--- config.mk ---
export PLATFORM = sky130hd
export DESIGN_NAME = store_buffer
export DESIGN_NICKNAME = d
export VERILOG_FILES = /design/src/rtl/cpu_mem_pkg.sv /design/src/rtl/sb_fwd_match.sv /design/src/rtl/store_buffer.sv
export SDC_FILE = /design/constraint.sdc
export NUM_CORES = 1
export LEC_CHECK = 0
export CAP_MARGIN = 10
export CELL_PAD_IN_SITES_DETAIL_PLACEMENT = 1
export CELL_PAD_IN_SITES_GLOBAL_PLACEMENT = 1
export CORE_ASPECT_RATIO = 0.5
export CORE_UTILIZATION = 41
export CTS_CLUSTER_SIZE = 30
export DETAILED_ROUTE_END_ITERATION = 10
export GPL_TIMING_DRIVEN = 1
export PLACE_DENSITY = 0.84
export SLEW_MARGIN = 20
export SYNTH_ARGS = -nofsm -noshare
export SYNTH_HDL_FRONTEND = slang
export SYNTH_SLANG_ARGS = --single-unit
--- constraint.sdc ---
create_clock -name clk -period 4 [get_ports clk]
set_input_delay 0.4 -clock clk [delete_from_list [all_inputs] [get_ports clk]]
set_output_delay 0.4 -clock clk [all_outputs]
set_load 0.005 [all_outputs]
--- src/rtl/cpu_mem_pkg.sv ---
// cpu_mem_pkg: shared data/address widths and the store buffer entry type
package cpu_mem_pkg;
    localparam int DATA_W = 16;
    localparam int ADDR_W = 16;
    localparam int DMEM_IDX_W = 8;

    typedef struct packed {
        logic              valid;
        logic [ADDR_W-1:0] addr;
        logic [DATA_W-1:0] data;
    } sb_entry_t;
endpackage

--- src/rtl/sb_fwd_match.sv ---
// sb_fwd_match: finds the youngest queued store whose low address bits match the load
module sb_fwd_match
    import cpu_mem_pkg::*;
#(
    parameter int DEPTH = 4,
    parameter int MATCH_W = DMEM_IDX_W
) (
    input  sb_entry_t                entries [DEPTH],
    input  logic [$clog2(DEPTH)-1:0] head,
    input  logic [$clog2(DEPTH):0]   count,
    input  logic [MATCH_W-1:0]       ld_addr,
    output logic                     hit,
    output logic [DATA_W-1:0]        data
);
    localparam int PW = $clog2(DEPTH);

    logic unused_addr;

    always_comb begin
        hit = 1'b0;
        data = '0;
        unused_addr = 1'b0;
        // walk from tail-1 back toward head so the first match is the youngest store
        for (int i = DEPTH - 1; i >= 0; i--) begin
            if (!hit && (PW + 1)'(i) < count && entries[head + PW'(i)].valid
                && entries[head + PW'(i)].addr[MATCH_W-1:0] == ld_addr) begin
                hit = 1'b1;
                data = entries[head + PW'(i)].data;
            end
            unused_addr = unused_addr ^ (^entries[i].addr);
        end
    end
endmodule

--- src/rtl/store_buffer.sv ---
// store_buffer: in-order posted-store FIFO in front of dmem with load forwarding
// and starvation-forced drains; sole master of the dmem port
module store_buffer
    import cpu_mem_pkg::*;
#(
    parameter int DEPTH = 4,
    parameter int STARVE_LIMIT = 8,
    parameter int MATCH_W = DMEM_IDX_W
) (
    input  logic                   clk,
    input  logic                   rst_n,
    input  logic                   st_valid,
    output logic                   st_ready,
    input  logic [15:0]            st_addr,
    input  logic [15:0]            st_data,
    input  logic                   ld_valid,
    output logic                   ld_ready,
    input  logic [15:0]            ld_addr,
    output logic [15:0]            ld_data,
    output logic                   ld_fwd,
    output logic [15:0]            mem_addr,
    output logic [15:0]            mem_write_data,
    output logic                   mem_write,
    output logic                   mem_read,
    input  logic [15:0]            mem_read_data,
    output logic                   sb_empty,
    output logic [$clog2(DEPTH):0] sb_count
);
    localparam int PW = $clog2(DEPTH);
    localparam int SW = $clog2(STARVE_LIMIT) + 1;

    sb_entry_t         entries [DEPTH];
    logic [PW-1:0]     head;
    logic [PW-1:0]     tail;
    logic [PW:0]       count;
    logic [SW-1:0]     starve;
    logic              force_drain;
    logic              drain;
    logic              accept;
    logic              load_svc;
    logic              hit;
    logic [DATA_W-1:0] fwd_data;

    assign sb_empty = (count == '0);
    assign sb_count = count;
    assign st_ready = (count != (PW + 1)'(DEPTH));
    assign accept = st_valid && st_ready;
    assign force_drain = !sb_empty && (starve == SW'(STARVE_LIMIT - 1));
    assign drain = !sb_empty && (!ld_valid || force_drain);
    assign load_svc = ld_valid && !force_drain;

    assign ld_ready = !force_drain;
    assign ld_fwd = load_svc && hit;
    assign ld_data = hit ? fwd_data : mem_read_data;
    assign mem_write = drain;
    assign mem_read = load_svc;
    assign mem_addr = drain ? entries[head].addr : load_svc ? ld_addr : '0;
    assign mem_write_data = drain ? entries[head].data : '0;

    sb_fwd_match #(
        .DEPTH   (DEPTH),
        .MATCH_W (MATCH_W)
    ) u_match (
        .entries (entries),
        .head    (head),
        .count   (count),
        .ld_addr (ld_addr[MATCH_W-1:0]),
        .hit     (hit),
        .data    (fwd_data)
    );

    // a non-empty buffer that is not draining must be blocked by a serviced load
    always_ff @(posedge clk or negedge rst_n) begin
        if (!rst_n) begin
            head <= '0;
            tail <= '0;
            count <= '0;
            starve <= '0;
            for (int i = 0; i < DEPTH; i++) entries[i] <= '0;
        end else begin
            if (accept) begin
                entries[tail] <= '{valid: 1'b1, addr: st_addr, data: st_data};
                tail <= tail + 1'b1;
            end
            if (drain) begin
                entries[head].valid <= 1'b0;
                head <= head + 1'b1;
            end
            count <= count + (PW + 1)'(accept) - (PW + 1)'(drain);
            starve <= (drain || sb_empty) ? '0 : starve + 1'b1;
        end
    end
endmodule

==> flow_summary_export.csv, run 1 <==
group,metric,value,unit
critical_path,critPathSlowestCell,"a2111oi_0",
finish,nets,1123,
sta,tightestPinTransition,919.8,ps
sta,setup_viol,17,
critical_path,path_buf_inv,8,
clocking,clock_latency,450,ps
critical_path,r2r_cells,12,
die,start_util,0.4255,
die,core-area,23180,um2
worst_hold_path,min_path_type,"in -> async",
finish,antenna_cells,0,
yosys,ys_seq_area_frac,0.3629,
grt,grt_max_degree,97,
detailed_routing,vias_per_cell,6.691,
yosys,synthesis.nets,953,
finish,drive_gt1_frac,0.3824,
critical_path,r2r-end,"sb_count[2]",
yosys,synth-edff-count,0,
detailed_routing,vias,9106,
yosys,netlist_top_cells_area,"dfrtp_1 (36%), mux2_2 (16%), mux4_2 (15%), mux2i_1 (4.1%), nand2_1 (3.9%)",
critical_path,cp-endpoint,"ld_data[15]",
sta,slew_violations,0,
yosys,ys_warn_count,0,
sta,grt_setup_unrepaired,"yes",
grt,grt_pass1_vias,9450,
critical_path,path_cells,"buf_12, buf_16, mux2i_1, xnor2_1, a2111oi_0, buf_4, mux2i_4, o21ai_4, buf_12, buf_16, buf_12, buf_4, o21ai_2, o22a_1, buf_2",
run,drv_cap,0,
die,placement_rows,39,
die,dieHeight,111.7,um
place,place.gp.congestion,0.8823,
grt,antenna_found_initial,0,
critical_path,critPathMaxFanout,12,
grt,grt_util_all_layers,0.3184,
clocking,cts_max_path_buffers,2,
sta,maxSlewHeadroom,0.3868,
place,place.detailed.hpwl,21380,um
yosys,synth_area_per_cell,11.32,um2
outcome,violations,"setup timing",
yosys,synthCells,871,
power_and_ir_drop,p_leak,5.356,nW
critical_path,critPathLaunchType,"register",
critical_path,cpPeakStageDelay,790,ps
yosys,ys_async_sr_fraction,1.000,
detailed_routing,wire_per_inst,30.94,um
detailed_routing,drt_first_iter_violations,1194,
critical_path,reg2reg_from,"sb_count[1]",
finish,area_growth,31.34,%
sta,fmax,229.8,MHz
critical_path,cpMostUsedCell,"buf_12",
place,io_buffer_count,124,
clocking,postCtsHoldBufs,0,
sta,finalHoldViolCount,0,
sta,final.min_clock_period,4352,ps
clocking,clk_pin_slew,90,ps
clocking,cts_tree,"built",
yosys,yosysUniqueCellTypes,54,
finish,stdcell_area,12950,um2
yosys,synth-seq-cells,143,
critical_path,arrival,3950,ps
critical_path,cp_top_family,"compound AO/OA/AOI/OAI gates",
critical_path,path_depth,15,
power_and_ir_drop,power_density,1001,nW/um2
clocking,numCtsBuffers,17,
yosys,synth.top_cell.area_share,0.3629,
critical_path,rrSetupSlack,180,ps
power_and_ir_drop,peakVddDrop,0.4180,mV
clocking,cts-root-buf,"clkbuf_16",
detailed_routing,drc_errors,0,
detailed_routing,wirelength,42110,um
critical_path,cp-startpoint,"head[0]",
clocking,htreeDepth,4,
detailed_routing,dr.pass1.iters,5,
critical_path,critical_path_class,"reg -> out",
yosys,synth_top_cell_by_area,"dfrtp_1",
grt,grt_pass1_wl,59240,um
sta,clock_skew,21.67,ps
yosys,netlist_area,9862,um2
die,pin_count,125,
die,chipWidth,221.3,um
die,dieArea,24720,um2
critical_path,cp.required,3600,ps
critical_path,cp-end-kind,"primary output",
clocking,cts.sinks,143,
grt,overflow,0,
sta,period_share,1.088,
sta,fin_setup_tns,-3824,ps
place,postPlaceCellArea,11540,um2
yosys,ys.flop_type,"dfrtp_1",
finish,final_core_util,0.5588,
sta,setup_ws,-352.3,ps
outcome,run_status,"complete, but fails checks",
detailed_routing,drtAntennaViolNets,0,
-- Yosys cell counts (20+ instances only) --
master    instances
clkbuf_1         24
buf_1            20
mux2i_1          40
xnor2_1          28
mux4_2           64
o21ai_0          22
dfrtp_1         143
mux2_2          143
nor2_1           35
a21oi_1          31
nand2_1         103
o21ai_1          21
nand3_1          31
-- final cells by class --
cell class | count | area (um2)
inverter | 14 | 58.81
sequential | 143 | 3583
clock inverter | 15 | 152.6
clock buffer | 17 | 425.4
multi-input combinational | 644 | 6122
timing repair buffer | 221 | 2226
fill | 2325 | 10230
tap | 307 | 384.1
-- per-stage QoR --
step	setup WS, ps	hold WS, ps	power [W]	instances
2_1_floorplan	21.55	104.4	0.007474	871
5_1_grt	-507.1	126.5	0.01338	1361
3_5_place_dp	-142.6	474.0	0.009561	1279
4_1_cts	-171.3	89.36	0.01188	1339
3_3_place_gp	-72.17	459.4	0.009207	1279
6_report	-352.3	57.79	0.01297	1361
-- power by group --
group / internal, W / switching [W] / leakage [nW]
clock: 0.000828 / 0.000821 / 0.277
combinational: 0.00399 / 0.00421 / 3.38
sequential: 0.00219 / 0.000924 / 1.70
-- repair_timing --
action / in CTS / in global routing
cloned: 6 / 1
gates resized for setup: 74 / 57
endpoints found under the setup margin: 17 / 31
pin swaps: 17 / 29
setup buffers: 22 / 22
-- placed cells by master (no fill, tap or decap), types with 9 or more instances in the layout --
cell type | Yosys | layout
o21ai_0 | 22 | 20
buf_6 | 5 | 14
mux4_2 | 64 | 64
xnor2_1 | 28 | 23
dfrtp_1 | 143 | 141
o22a_1 | 10 | 10
clkbuf_16 | 0 | 18
o2111ai_1 | 10 | 10
clkdlybuf4s50_1 | 0 | 106
buf_12 | 2 | 9
mux2_2 | 143 | 143
nor2_1 | 35 | 35
ha_1 | 13 | 12
nand2_1 | 103 | 103
clkbuf_2 | 0 | 9
mux2i_1 | 40 | 36
inv_1 | 13 | 11
a21oi_1 | 31 | 24
o21ai_1 | 21 | 19
buf_4 | 4 | 66
xor2_1 | 18 | 15
o211ai_1 | 11 | 11
nand3_1 | 31 | 30
-- logic make-up (layout without fill, tap and decap cells) --
family,Yosys count,count (layout),synth area share
DFF,143,143,0.3629
AOI/OAI and AO/OA,122,122,0.07917
muxes,249,249,0.3538
buffers and inverters,85,267,0.04402
adders and majority gates,14,14,0.01852
xor gates and xnor gates,47,47,0.04250
and+or+nand+nor,211,212,0.09909
-- how the worst min path moves through the flow --
stage | startpoint | to | slack, ps | cells after the start
after floorplan | rst_n | async pin | 100 | 0
after global placement | starve[0] | starve[0] | 460 | 1
final | rst_n | entries[131] | 60 | 1
after global routing | rst_n | entries[131] | 130 | 1
after CTS | rst_n | async pin | 90 | 1
after detailed placement | starve[0] | starve[0] | 470 | 1
-- layer usage --
metal	vias to the layer above	wire, um	share of wire	GRT usage
met5	-	0	0	0
met4	0	2263	0.054	0.1664
met3	195	4022	0.096	0.06255
met2	673	20030	0.48	0.5325
met1	4678	15790	0.38	0.3949
li1	3560	-	-	-
No activity file was read; power rests on OpenSTA's default activity.
==> run 2: changes to the inputs <==
--- a/config.mk
+++ b/config.mk
@@ -9,11 +9,11 @@
 export CELL_PAD_IN_SITES_DETAIL_PLACEMENT = 1
 export CELL_PAD_IN_SITES_GLOBAL_PLACEMENT = 1
 export CORE_ASPECT_RATIO = 0.5
-export CORE_UTILIZATION = 41
-export CTS_CLUSTER_SIZE = 30
+export CORE_UTILIZATION = 35
+export CTS_CLUSTER_SIZE = 14
 export DETAILED_ROUTE_END_ITERATION = 10
 export GPL_TIMING_DRIVEN = 1
-export PLACE_DENSITY = 0.84
+export PLACE_DENSITY = 0.74
 export SLEW_MARGIN = 20
 export SYNTH_ARGS = -nofsm -noshare
 export SYNTH_HDL_FRONTEND = slang
==> flow_summary_export.csv, run 2 (synthesis results as in run 1) <==
group,metric,value,unit
outcome,run_status,"complete, but fails checks",
die,dieHeight,120.7,um
sta,maxSlewHeadroom,0.4144,
critical_path,r2r-end,"sb_count[2]",
finish,nets,1113,
finish,multi_input_area,6081,um2
detailed_routing,wirelength,34650,um
finish,area_growth,30.42,%
sta,slew_violations,0,
finish,register_area,3583,um2
clocking,postCtsHoldBufs,0,
grt,antenna_found_initial,0,
critical_path,critPathLaunchType,"register",
critical_path,critPathMaxFanout,7,
critical_path,cpMostUsedCell,"buf_6",
detailed_routing,vias,8186,
finish,nFillCells,2925,
die,placement_rows,43,
grt,grt_util_all_layers,0.2445,
detailed_routing,wire_per_inst,24.30,um
sta,fmax,239.8,MHz
die,pin_count,125,
sta,period_share,1.043,
critical_path,path_depth,12,
worst_hold_path,min_path_type,"in -> async",
detailed_routing,vias_per_cell,5.741,
clocking,cts-root-buf,"clkbuf_16",
critical_path,path_buf_inv,4,
critical_path,reg2reg_from,"sb_count[1]",
critical_path,cp-endpoint,"ld_data[0]",
finish,drive_gt1_frac,0.3630,
critical_path,critical_path_class,"reg -> out",
place,place.gp.congestion,0.8714,
sta,setup_ws,-170.0,ps
critical_path,cp.required,3600,ps
sta,holdWs,23.66,ps
finish,antenna_cells,0,
place,place.detailed.hpwl,21590,um
die,core-area,27710,um2
critical_path,cpPeakStageDelay,620,ps
detailed_routing,dr.pass1.iters,6,
power_and_ir_drop,peakVddDrop,0.5595,mV
clocking,numCtsBuffers,17,
critical_path,cp-startpoint,"head[0]",
critical_path,cp_top_family,"compound AO/OA/AOI/OAI gates",
critical_path,cp-end-kind,"primary output",
sta,final.min_clock_period,4170,ps
detailed_routing,drt_first_iter_violations,752,
sta,clock_skew,10.88,ps
detailed_routing,drtAntennaViolNets,0,
finish,final_cell_mix,"mux2_2 (143), dfrtp_1 (141), clkdlybuf4s50_1 (107)",
power_and_ir_drop,p_leak,5.272,nW
clocking,htreeDepth,4,
die,start_util,0.3559,
critical_path,arrival,3770,ps
run,drv_cap,0,
grt,grt_max_degree,93,
sta,tightestPinTransition,878.4,ps
sta,finalHoldViolCount,0,
clocking,cts.sinks,143,
critical_path,r2r_cells,12,
clocking,cts_tree,"built",
detailed_routing,drc_errors,0,
critical_path,path_cells,"inv_2, ha_4, mux4_2, xor2_4, nor4_2, a21boi_4, buf_6, buf_6, o211ai_1, a21oi_1, o22a_1, dlygate4sd2_1",
grt,overflow,0,
place,io_buffer_count,124,
outcome,violations,"setup timing",
sta,setup_viol,10,
clocking,clk_pin_slew,70,ps
sta,grt_setup_unrepaired,"yes",
grt,grt_pass1_vias,8882,
critical_path,critPathSlowestCell,"mux4_2",
power_and_ir_drop,power_density,943.2,nW/um2
clocking,cts_max_path_buffers,2,
power_and_ir_drop,power,0.01213,W
finish,layout_commonest_cell,"mux2_2",
die,chipWidth,239.4,um
die,dieArea,28890,um2
grt,grt_pass1_wl,53130,um
critical_path,rrSetupSlack,790,ps
clocking,clock_latency,450,ps
==> run 2: cell types whose count changed in the layout (fill, tap and decap cells not counted), sizes merged <==
cell | before | now
clkbuf | 27 | 19
clkdlybuf4s15 | 0 | 4
buf | 100 | 87
dlygate4sd2 | 1 | 7
clkinvlp | 3 | 4
clkdlybuf4s50 | 106 | 107
inv | 18 | 21
clkinv | 8 | 4
==> run 2: worst min-delay path by stage <==
| stage | to | slack (ps) | depth (start not counted) |
|---|---|---|---|
| 6_report | async pin | 20 | 1 |
| 5_1_grt | async pin | 100 | 1 |
| 2_1_floorplan | async pin | 100 | 0 |
| 3_3_place_gp | starve[0] | 450 | 1 |
| 4_1_cts | async pin | 70 | 1 |
| 3_5_place_dp | starve[0] | 480 | 1 |
==> run 2: routing by layer <==
layer | track usage | vias up | wire, um
met1 | 0.3090 | 4335 | 14710
li1 | - | 3537 | -
met2 | 0.4233 | 252 | 17710
met5 | 0 | - | 0
met3 | 0.03607 | 62 | 1424
met4 | 0.09495 | 0 | 799
==> run 2: worst reg2reg max path: cells and delay by family, from the launching register on <==
family        cells  cell delay, ps
fa+ha+maj         3             930
simple gates      4             930
buf+inv           4             600
flops             1             480
xor+xnor          1             170
==> run 2: what timing repair did <==
item | 4_1_cts | 5_1_grt
endpoints found under the setup margin | 18 | 18
pin swaps | 18 | 6
resized for setup | 75 | 19
cloned | 5 | 0
setup buffers | 25 | 7
==> run 2: metrics by stage <==
step                setup TNS [ps]  cell area [um2]  worst slack [ps]  instances  utilization
global placement             -1236            11670            -142.4       1357       0.4212
detailed placement           -2033            11670            -204.5       1357       0.4212
global route                 -1925            12860            -229.1       1426       0.4642
floorplan                        0             9868             21.55        871            -
finish                       -1134            12860            -170.0       1426       0.4642
CTS                         -650.7            12740            -128.0       1419       0.4597
==> run 2: power breakdown <==
part / total [W] / switching [W] / internal [W]
combinational: 0.00761 / 0.00362 / 0.00399
clock: 0.00154 / 0.000732 / 0.000810
sequential: 0.00298 / 0.000792 / 0.00219
total: 0.0121 / 0.00514 / 0.00699
==> run 2: area by class of cell <==
cell class / instances / area share
Clock buffer: 17 / 0.03307
Clock inverter: 15 / 0.009630
Inverter: 14 / 0.004086
Multi-Input combinational cell: 644 / 0.4728
Sequential cell: 143 / 0.2786
Tap cell: 382 / 0.03716
Timing Repair Buffer: 211 / 0.1647
==> run 3: changes to the inputs <==
--- a/config.mk
+++ b/config.mk
@@ -14,6 +14,7 @@
 export DETAILED_ROUTE_END_ITERATION = 10
 export GPL_TIMING_DRIVEN = 1
 export PLACE_DENSITY = 0.74
+export REMOVE_ABC_BUFFERS = 1
 export SLEW_MARGIN = 20
 export SYNTH_ARGS = -nofsm -noshare
 export SYNTH_HDL_FRONTEND = slang
==> constraint.sdc (replaced) <==
create_clock -name clk -period 4 [get_ports clk]
set_input_delay 0.4 -clock clk [delete_from_list [all_inputs] [get_ports clk]]
set_output_delay 0.4 -clock clk [all_outputs]
set_load 0.02 [all_outputs]
==> flow_summary_export.csv, run 3 (synthesis results as in run 1) <==
group,metric,value,unit
sta,finalHoldViolCount,0,
power_and_ir_drop,combPwrFrac,0.627,
power_and_ir_drop,peakVddDrop,0.4447,mV
finish,area_growth,30.65,%
grt,antenna_found_initial,0,
critical_path,path_cells,"inv_4, ha_4, buf_12, mux4_2, xnor2_2, and4b_2, buf_4, a21boi_4, and2_4, or3_4, o22a_1, buf_6",
place,io_buffer_count,124,
clocking,numCtsBuffers,17,
sta,holdWs,483.4,ps
detailed_routing,drt_first_iter_violations,645,
critical_path,critPathMaxFanout,7,
sta,fmax,250.0,MHz
die,chipWidth,239.4,um
grt,grt_pass1_vias,8687,
finish,fin_cells,1442,
sta,setup_viol,1,
power_and_ir_drop,power_density,954.4,nW/um2
clocking,clk_pin_slew,60,ps
critical_path,cp-end-kind,"primary output",
die,dieArea,28890,um2
critical_path,arrival,3600,ps
place,dpl.cell_count,1383,
grt,grt_pass1_wl,50160,um
clocking,cts_tree,"built",
detailed_routing,drtAntennaViolNets,0,
power_and_ir_drop,p_sw,0.005200,W
finish,final_core_util,0.4650,
sta,slew_violations,0,
worst_hold_path,min_path_type,"reg -> reg",
power_and_ir_drop,p_leak,5.332,nW
detailed_routing,vias,8083,
detailed_routing,wirelength,32560,um
critical_path,cp.required,3600,ps
finish,drive_gt1_frac,0.3736,
power_and_ir_drop,clock_power_share,0.134,
place,dp_slack,-213.1,ps
place,place.detailed.hpwl,21880,um
die,start_util,0.3559,
critical_path,critical_path_class,"reg -> out",
sta,final.min_clock_period,4000,ps
place,place.gp.congestion,0.8820,
outcome,run_status,"complete, but fails checks",
grt,grt_util_all_layers,0.2290,
sta,grt_setup_unrepaired,"yes",
detailed_routing,vias_per_cell,5.605,
finish,nets,1129,
detailed_routing,wire_per_inst,22.58,um
sta,setup_ws,-0.4661,ps
die,core-area,27710,um2
run,drv_cap,0,
critical_path,critPathSlowestCell,"mux4_2",
die,pin_count,125,
sta,maxSlewHeadroom,0.5550,
finish,nFillCells,2931,
sta,period_share,1.000,
finish,final_cell_mix,"mux2_2 (143), dfrtp_1 (141), clkdlybuf4s50_1 (106)",
power_and_ir_drop,p_int,0.007098,W
detailed_routing,drc_errors,0,
detailed_routing,dr.pass1.iters,5,
die,dieHeight,120.7,um
sta,clock_skew,18.15,ps
clocking,htreeDepth,4,
power_and_ir_drop,p_seq_frac,0.239,
finish,antenna_cells,0,
clocking,cts_max_path_buffers,2,
critical_path,critPathLaunchType,"register",
die,placement_rows,43,
clocking,cts.sinks,143,
sta,tightestPinTransition,667.4,ps
clocking,cts-root-buf,"clkbuf_16",
outcome,violations,"setup timing",
grt,grt_max_degree,81,
finish,layout_commonest_cell,"mux2_2",
grt,overflow,0,
power_and_ir_drop,sw_frac_of_total,0.4228,
clocking,clock_latency,450,ps
critical_path,cpPeakStageDelay,530,ps
[run 3: cell count changes in the layout (fill, tap and decap cells not counted), sizes merged, moves of 3 or more]
cell / previous run / this run
clkinv: 4 / 7
clkdlybuf4s15: 4 / 1
dlygate4sd2: 7 / 0
buf: 87 / 116
inv: 21 / 17
[run 3: layout make-up]
cell class | count | area, um2 | area share
tap | 382 | 478.0 | 0.03709
timing repair buffer | 227 | 2170 | 0.1684
clock buffer | 18 | 439.2 | 0.03408
clock inverter | 14 | 157.7 | 0.01224
inverter | 14 | 55.05 | 0.004273
sequential | 143 | 3583 | 0.2781
multi-input combinational | 644 | 6002 | 0.4658
[run 3: worst max-delay path, delay by kind of cell (launching register included)]
kind | cells | cell delay, ps
and+or+nand+nor | 3 | 820
muxes | 1 | 530
AOI/OAI and AO/OA | 2 | 400
xor gates and xnor gates | 1 | 150
adders and majority gates | 1 | 310
DFF | 1 | 470
buffers and inverters | 4 | 480
[run 3: worst paths after layout]
check / from / slack (ps) / depth (start not counted) / end
worst max register to register: sb_count[1] / 740 / 12 / sb_count[2]
worst max-delay path: head[0] / -0.5 / 12 / ld_data[9]
max in group asynchronous: rst_n / 2590 / 3 / async pin
worst min-delay path: starve[0] / 480 / 1 / starve[0]
min in group asynchronous: rst_n / 500 / 2 / async pin
worst min register to register: starve[0] / 480 / 1 / starve[0]
[run 3: through the flow]
stage	total power (W)	instance area [um2]	setup TNS (ps)
after floorplan	0.007662	9480	-119430
after global placement	0.009684	11890	-1940
after detailed placement	0.01001	11890	-2106
after CTS	0.01189	12620	-54.74
after global routing	0.01299	12880	-1024
final	0.01230	12880	-0.4661
[run 3: per-layer routing]
| layer | vias up | share of wire | GRT usage | wire length [um] |
|---|---|---|---|---|
| met3 | 62 | 0.045 | 0.04201 | 1459 |
| met1 | 4233 | 0.43 | 0.2971 | 14000 |
| li1 | 3570 | - | - | - |
| met2 | 218 | 0.50 | 0.3844 | 16280 |
| met5 | - | 0 | 0 | 0 |
| met4 | 0 | 0.025 | 0.08013 | 813 |
[run 3: power by group through the flow]
| stage | Clock [W] | Combinational (W) | Sequential, W |
|---|---|---|---|
| detailed placement | 0 | 0.00709 | 0.00292 |
| global placement | 0 | 0.00687 | 0.00282 |
| floorplan | 0 | 0.00474 | 0.00293 |
| finish | 0.00164 | 0.00771 | 0.00294 |
| CTS | 0.00168 | 0.00732 | 0.00290 |
| global route | 0.00173 | 0.00821 | 0.00305 |
[run 3: what timing repair did]
item / in CTS / in global routing
setup buffers: 6 / 15
endpoints found under the setup margin: 17 / 17
resized for setup: 78 / 48
hold buffers: 1 / 0
hold endpoints to repair: 63 / 0
gates cloned: 3 / 2
pin swaps: 6 / 17
